**src/rtl/uart_ctrl_seq.sv**
```systemverilog
// uart_ctrl_seq: master sequencer for the 8-bit uart_regs register port.
// Programs DLL/DLM/LCR/FCR/IER after init, then polls LSR and arbitrates
// the port round-robin between a TX byte stream and an RX byte stream.
//
// Ports:
//   i_clk, i_wb_rst          clock, synchronous active-high reset
//   i_init_start             starts / restarts the init sequence
//   o_init_done, o_busy      configured / sequencing status
//   i_tx_valid, i_tx_data    producer byte; o_tx_ready pulses on THR write
//   o_rx_valid, o_rx_data    consumer byte, held until i_rx_ready
//   o_reg_addr, o_reg_dat    uart_regs address / write data
//   o_reg_we, o_reg_re       one-cycle write / read strobes
//   i_reg_dat                uart_regs read data, valid cycle after o_reg_re
module uart_ctrl_seq #(
   parameter logic [15:0] DIVISOR = 16'd27,
   parameter logic [7:0]  LCR_VAL = 8'h03,
   parameter logic [7:0]  FCR_VAL = 8'hC7,
   parameter logic [7:0]  IER_VAL = 8'h00
) (
   input  logic       i_clk,
   input  logic       i_wb_rst,
   input  logic       i_init_start,
   output logic       o_init_done,
   output logic       o_busy,
   input  logic       i_tx_valid,
   input  logic [7:0] i_tx_data,
   output logic       o_tx_ready,
   output logic       o_rx_valid,
   output logic [7:0] o_rx_data,
   input  logic       i_rx_ready,
   output logic [2:0] o_reg_addr,
   output logic [7:0] o_reg_dat,
   output logic       o_reg_we,
   output logic       o_reg_re,
   input  logic [7:0] i_reg_dat
);

   localparam logic [2:0] A_DAT = 3'd0;
   localparam logic [2:0] A_IER = 3'd1;
   localparam logic [2:0] A_FCR = 3'd2;
   localparam logic [2:0] A_LCR = 3'd3;
   localparam logic [2:0] A_LSR = 3'd5;

   // Side served last by the arbiter.
   localparam logic RR_RX = 1'b0;
   localparam logic RR_TX = 1'b1;

   typedef enum logic [3:0] {
      S_IDLE    = 4'd0,
      S_W_LCRD  = 4'd1,
      S_W_DLL   = 4'd2,
      S_W_DLM   = 4'd3,
      S_W_LCR   = 4'd4,
      S_W_FCR   = 4'd5,
      S_W_IER   = 4'd6,
      S_READY   = 4'd7,
      S_RD_LSR  = 4'd8,
      S_LSR_CAP = 4'd9,
      S_RD_RBR  = 4'd10,
      S_RBR_CAP = 4'd11,
      S_W_THR   = 4'd12
   } state_t;

   state_t     r_state;
   state_t     w_nxt;
   logic       r_rx_valid;
   logic [7:0] r_rx_data;
   logic       r_rr_last;

   logic       w_can_rx;
   logic       w_can_tx;

   // LSR is only meaningful in S_LSR_CAP, one cycle after the read strobe.
   assign w_can_rx = i_reg_dat[0] & ~r_rx_valid;
   assign w_can_tx = i_reg_dat[5] & i_tx_valid;

   assign o_rx_valid = r_rx_valid;
   assign o_rx_data  = r_rx_data;

   always_ff @(posedge i_clk) begin
      if (i_wb_rst) begin
         r_state <= S_IDLE;
      end else begin
         r_state <= w_nxt;
      end
   end

   always_ff @(posedge i_clk) begin
      if (i_wb_rst) begin
         r_rx_valid <= 1'b0;
         r_rx_data  <= 8'h00;
         r_rr_last  <= RR_RX;
      end else begin
         if (r_state == S_RBR_CAP) begin
            r_rx_data  <= i_reg_dat;
            r_rx_valid <= 1'b1;
            r_rr_last  <= RR_RX;
         end else if (r_rx_valid && i_rx_ready) begin
            r_rx_valid <= 1'b0;
         end
         if (r_state == S_W_THR) begin
            r_rr_last <= RR_TX;
         end
      end
   end

   always_comb begin
      w_nxt = r_state;
      unique case (r_state)
         S_IDLE: begin
            if (i_init_start) w_nxt = S_W_LCRD;
         end
         S_W_LCRD: w_nxt = S_W_DLL;
         S_W_DLL:  w_nxt = S_W_DLM;
         S_W_DLM:  w_nxt = S_W_LCR;
         S_W_LCR:  w_nxt = S_W_FCR;
         S_W_FCR:  w_nxt = S_W_IER;
         S_W_IER:  w_nxt = S_READY;
         S_READY: begin
            if (i_init_start) begin
               w_nxt = S_W_LCRD;
            end else if (i_tx_valid || !r_rx_valid) begin
               w_nxt = S_RD_LSR;
            end
         end
         S_RD_LSR: w_nxt = S_LSR_CAP;
         S_LSR_CAP: begin
            // Contention goes to the side not served last time.
            if (w_can_rx && w_can_tx) begin
               w_nxt = (r_rr_last == RR_TX) ? S_RD_RBR : S_W_THR;
            end else if (w_can_rx) begin
               w_nxt = S_RD_RBR;
            end else if (w_can_tx) begin
               w_nxt = S_W_THR;
            end else begin
               w_nxt = S_READY;
            end
         end
         S_RD_RBR:  w_nxt = S_RBR_CAP;
         S_RBR_CAP: w_nxt = S_READY;
         S_W_THR:   w_nxt = S_READY;
         default:   w_nxt = S_IDLE;
      endcase
   end

   always_comb begin
      o_reg_addr  = 3'd0;
      o_reg_dat   = 8'h00;
      o_reg_we    = 1'b0;
      o_reg_re    = 1'b0;
      o_tx_ready  = 1'b0;
      o_init_done = 1'b0;
      o_busy      = 1'b1;
      unique case (r_state)
         S_IDLE: begin
            o_busy = 1'b0;
         end
         S_W_LCRD: begin
            // DLAB set so addresses 0/1 reach the divisor latch.
            o_reg_we   = 1'b1;
            o_reg_addr = A_LCR;
            o_reg_dat  = LCR_VAL | 8'h80;
         end
         S_W_DLL: begin
            o_reg_we   = 1'b1;
            o_reg_addr = A_DAT;
            o_reg_dat  = DIVISOR[7:0];
         end
         S_W_DLM: begin
            o_reg_we   = 1'b1;
            o_reg_addr = A_IER;
            o_reg_dat  = DIVISOR[15:8];
         end
         S_W_LCR: begin
            o_reg_we   = 1'b1;
            o_reg_addr = A_LCR;
            o_reg_dat  = LCR_VAL & 8'h7F;
         end
         S_W_FCR: begin
            o_reg_we   = 1'b1;
            o_reg_addr = A_FCR;
            o_reg_dat  = FCR_VAL;
         end
         S_W_IER: begin
            o_reg_we   = 1'b1;
            o_reg_addr = A_IER;
            o_reg_dat  = IER_VAL;
         end
         S_READY: begin
            o_busy      = 1'b0;
            o_init_done = 1'b1;
         end
         S_RD_LSR: begin
            o_init_done = 1'b1;
            o_reg_re    = 1'b1;
            o_reg_addr  = A_LSR;
         end
         S_LSR_CAP: begin
            o_init_done = 1'b1;
         end
         S_RD_RBR: begin
            o_init_done = 1'b1;
            o_reg_re    = 1'b1;
            o_reg_addr  = A_DAT;
         end
         S_RBR_CAP: begin
            o_init_done = 1'b1;
         end
         S_W_THR: begin
            o_init_done = 1'b1;
            o_reg_we    = 1'b1;
            o_reg_addr  = A_DAT;
            o_reg_dat   = i_tx_data;
            o_tx_ready  = 1'b1;
         end
         default: begin
            o_busy = 1'b0;
         end
      endcase
   end

endmodule
```
**config.mk**
```make
export PLATFORM = sky130hd
export DESIGN_NAME = uart_ctrl_seq
export DESIGN_NICKNAME = d
export VERILOG_FILES = /design/src/rtl/uart_ctrl_seq.sv
export SDC_FILE = /design/constraint.sdc
export NUM_CORES = 1
export LEC_CHECK = 0
export CORE_MARGIN = 4
export CORE_UTILIZATION = 36
export DETAILED_ROUTE_END_ITERATION = 7
export PLACE_DENSITY_LB_ADDON = 0.12
export SETUP_SLACK_MARGIN = 0.05
export SLEW_MARGIN = 20
export SYNTH_ARGS = -nofsm -noshare
export SYNTH_HDL_FRONTEND = slang
export SYNTH_SLANG_ARGS = --single-unit
```
**constraint.sdc**
```tcl
create_clock -name i_clk -period 1.25 [get_ports i_clk]
set_input_delay 0.25 -clock i_clk [delete_from_list [all_inputs] [get_ports i_clk]]
set_output_delay 0.25 -clock i_clk [all_outputs]
set_load 0.005 [all_outputs]
```
==> flow_metrics.tcl, run 1 <==
set metrics [dict create \
    routabilityCongestion 0.861 \
    dieArea_mm2 0.00348 \
    whs_ns 0.456 \
    ant_nets 0 \
    synth-seq-cells 14 \
    num_rows 18 \
    avgViaCountPerCell 5.57 \
    final.setup.worst_slack_ns -0.464 \
    fin_crit_sh_pct 137 \
    initial_core_util_pct 37.8 \
    syn2layout_area_growth_pct 128 \
    grt_remaining_overflow 0 \
    antenna_found_initial 0 \
    synth_compound_area_share_pct 27.1 \
    synth_top_area_cell "dfxtp_1" \
    crit_fanout 4 \
    synth_top_family_by_area "simple AND/OR/NAND/NOR gates" \
    fmaxAchievable_mhz 584 \
    tritoncts "built" \
    synth_fa_ha_area_share_pct 0 \
    worst_pin_slew_ns 0.451 \
    ys_seq_area_share_pct 29.9 \
    h-tree-depth 1 \
    diodes 0 \
    cp_slowest_stage_delay_ns 0.37 \
    fin_worst_skew_ns 0.00275 \
    drive_above_1_share_pct 59.6 \
    cts.clk_slew.worst_paths_ns 0.09 \
    track_usage_pct 22.0 \
    yosys-top-cells-area "dfxtp_1 30%, nand2_1 11%, a21oi_1 9.6%, nand2b_1 4.7%, nor2_1 3.6%" \
    hold_violations 0 \
    setup_violations 21 \
    worstSkewPairLatency_ns 0.27 \
    num_vias 1381 \
    drt_iter0_drc 69 \
    cp.required_ns 1.00 \
    nNetsFinal 240 \
    place_hpwl_um 2120 \
    syn_inst 131 \
    wl_um 4630 \
    status "finished with violations" \
    syn-num-nets 152 \
    port_buffers 45 \
    power.switching_w 0.000547 \
    yosysTopAreaCellShare_pct 29.9 \
    cts_root_buf "clkbuf_4" \
    rsz0062_at_grt "yes" \
    postPlaceCellArea_mm2 0.00160 \
    cap_violations 0 \
    grt_pass1_wl_um 6030 \
    first_pass_iters 5 \
    cp-start-kind "flip-flop" \
    path_cells "and2b_1 > and2b_1 > buf_6 > a31oi_4 > nor2_1 > buf_2" \
    p_comb_share_pct 50.5 \
    syn_avg_cell_area_um2 7.15 \
    power.share.switching_pct 33.7 \
    p_leak_nw 0.897 \
    grt_max_degree 10 \
    p_seq_share_pct 29.6 \
    powerDensity_mw_per_mm2 760 \
    synth_xor_area_share_pct 0.935 \
    cts_buffers 3 \
    die_height_um 59.0 \
    core-area_mm2 0.00248 \
    internal_power_w 0.00108 \
    timing.final.crit_period_ns 1.71 \
    power_frac_clock_pct 19.9 \
    cp_slowest_cell "dfxtp_2" \
    finalPower_w 0.00163 \
    io_pins 46 \
    max_slew_margin_pct 69.8 \
    ir_drop_v 0.000782 \
    worst-setup-path-type "flip-flop to output pin" \
    synth_simple_gate_area_share_pct 34.6 \
    cp_common_cell "and2b_1" \
    yosysWarnings 0 \
    synthDistinctLibCells 36 \
    cts_sinks 14 \
    violations "setup timing" \
    dp_slack_ns -0.485 \
    hp-class "flip-flop to flip-flop" \
    grt_pass1_vias 1334 \
    final_core_util_pct 86.4 \
    arrival_ns 1.46 \
    cp-end-kind "output pin" \
    wire_per_inst_um 18.7 \
    chipWidth_um 59.0 \
    synth_area_um2 937 \
    clk_path_buf_depth 2 \
    slew_violations 0 \
    stdcell_area_mm2 0.00214 \
    synth_mux_area_share_pct 0 \
    drc 0 \
]
-- per-stage QoR --
| step | TNS, ns | std cells |
|---|---|---|
| 2_1_floorplan | 0 | 131 |
| 3_3_place_gp | -7.08 | 225 |
| 3_5_place_dp | -7.59 | 225 |
| 4_1_cts | -5.42 | 249 |
| 5_1_grt | -7.10 | 248 |
| 6_report | -5.97 | 248 |
-- final cells by class --
class,count,area (µm²)
Fill cell,126,338
Tap cell,30,37.5
Timing Repair Buffer,92,838
Multi-Input combinational cell,104,916
Sequential cell,14,297
Inverter,4,15.0
Clock buffer,4,36.3
-- final timing paths --
kind	cells past startpoint	startpoint	endpoint	slack, ns
min reg2reg	2	o_rx_data[6]	o_rx_data[6]	0.46
min	2	o_rx_data[6]	o_rx_data[6]	0.46
max	6	r_state[2]	o_reg_dat[3]	-0.46
max reg2reg	5	r_state[1]	r_state[0]	-0.24
-- cells in the final DEF, fill, tap and decap left out, types with 3 or more instances in the layout --
master            n
buf_6            25
buf_4            22
clkdlybuf4s50_1  19
nand2_1          18
buf_2            13
a21oi_1           9
dlygate4sd2_1     9
a21oi_2           8
dfxtp_1           7
nor2_1            6
nand2_2           6
o21ai_1           4
dfxtp_2           4
nor2_4            3
nand2_4           3
nor3_2            3
nand2b_1          3
nor3b_2           3
clkbuf_4          3
buf_8             3
dfxtp_4           3
-- flip-flops by register name, indices dropped and copies added, names as in the netlist --
register / count
o_rx_data: 8
o_rx_valid: 1
r_state: 4
r_rr_last: 1
-- per-layer routing --
layer	up-vias	part of all wire (%)	global-route usage [%]	wire, µm
li1	636	-	-	-
met1	662	38	26.5	1770
met2	71	54	40.4	2500
met3	12	6.1	3.70	283
met4	0	1.8	5.18	82
met5	-	0	0	0
-- what timing repair did --
item                       4_1_cts  5_1_grt
hold buffers                     0        0
setup buffers                   22        6
setup endpoints to repair       38       30
cloned                           0        1
pin swaps                       26       13
gates resized for setup        145       50
-- worst max-delay path: cells and delay by family (launching register included) --
kind	cells	cell delay (ns)
compound gates	1	0.12
flops	1	0.37
simple gates	3	0.44
buf+inv	2	0.25
-- synth_stat cells --
library cell,number
nor3_2,1
a21boi_0,1
nand3b_1,2
a31oi_1,3
a21oi_1,18
a21o_1,1
and3_1,2
o41ai_2,1
inv_1,4
o21ai_0,5
clkbuf_1,1
a32oi_1,1
and2b_1,3
buf_2,5
o21bai_1,1
nor3_1,3
nand2_1,28
or3_1,1
dfxtp_1,14
a2bb2oi_1,1
o2111ai_1,1
buf_4,2
nor4_1,1
o221ai_1,1
nor3b_1,3
nor2b_1,2
or2_4,1
o41ai_1,1
a31oi_4,1
buf_6,1
nand3_1,2
a221oi_1,1
xnor2_1,1
nor2_1,9
a211oi_1,1
nand2b_1,7
-- cells by family after synthesis --
family                    after synthesis
AOI/OAI and AO/OA                      38
and+or+nand+nor                        65
DFF                                    14
xor gates and xnor gates                1
buffers and inverters                  13
-- power groups by stage --
stage	combinational [W]	clock [W]	sequential (W)
final	0.000821	0.000324	0.000480
after global routing	0.000862	0.000346	0.000483
after CTS	0.000671	0.000319	0.000475
after detailed placement	0.000533	0	0.000486
after global placement	0.000524	0	0.000485
after floorplan	0.000234	0	0.000476
(Power assumes the default switching activity.)
==> run 2, diff against run 1 <==
--- a/config.mk
+++ b/config.mk
@@ -5,6 +5,7 @@
 export SDC_FILE = /design/constraint.sdc
 export NUM_CORES = 1
 export LEC_CHECK = 0
+export CAP_MARGIN = 10
 export CORE_MARGIN = 4
 export CORE_UTILIZATION = 36
 export DETAILED_ROUTE_END_ITERATION = 7
==> results of run 2 <==
Final layout, timing and power as in run 1 (identical DEF).
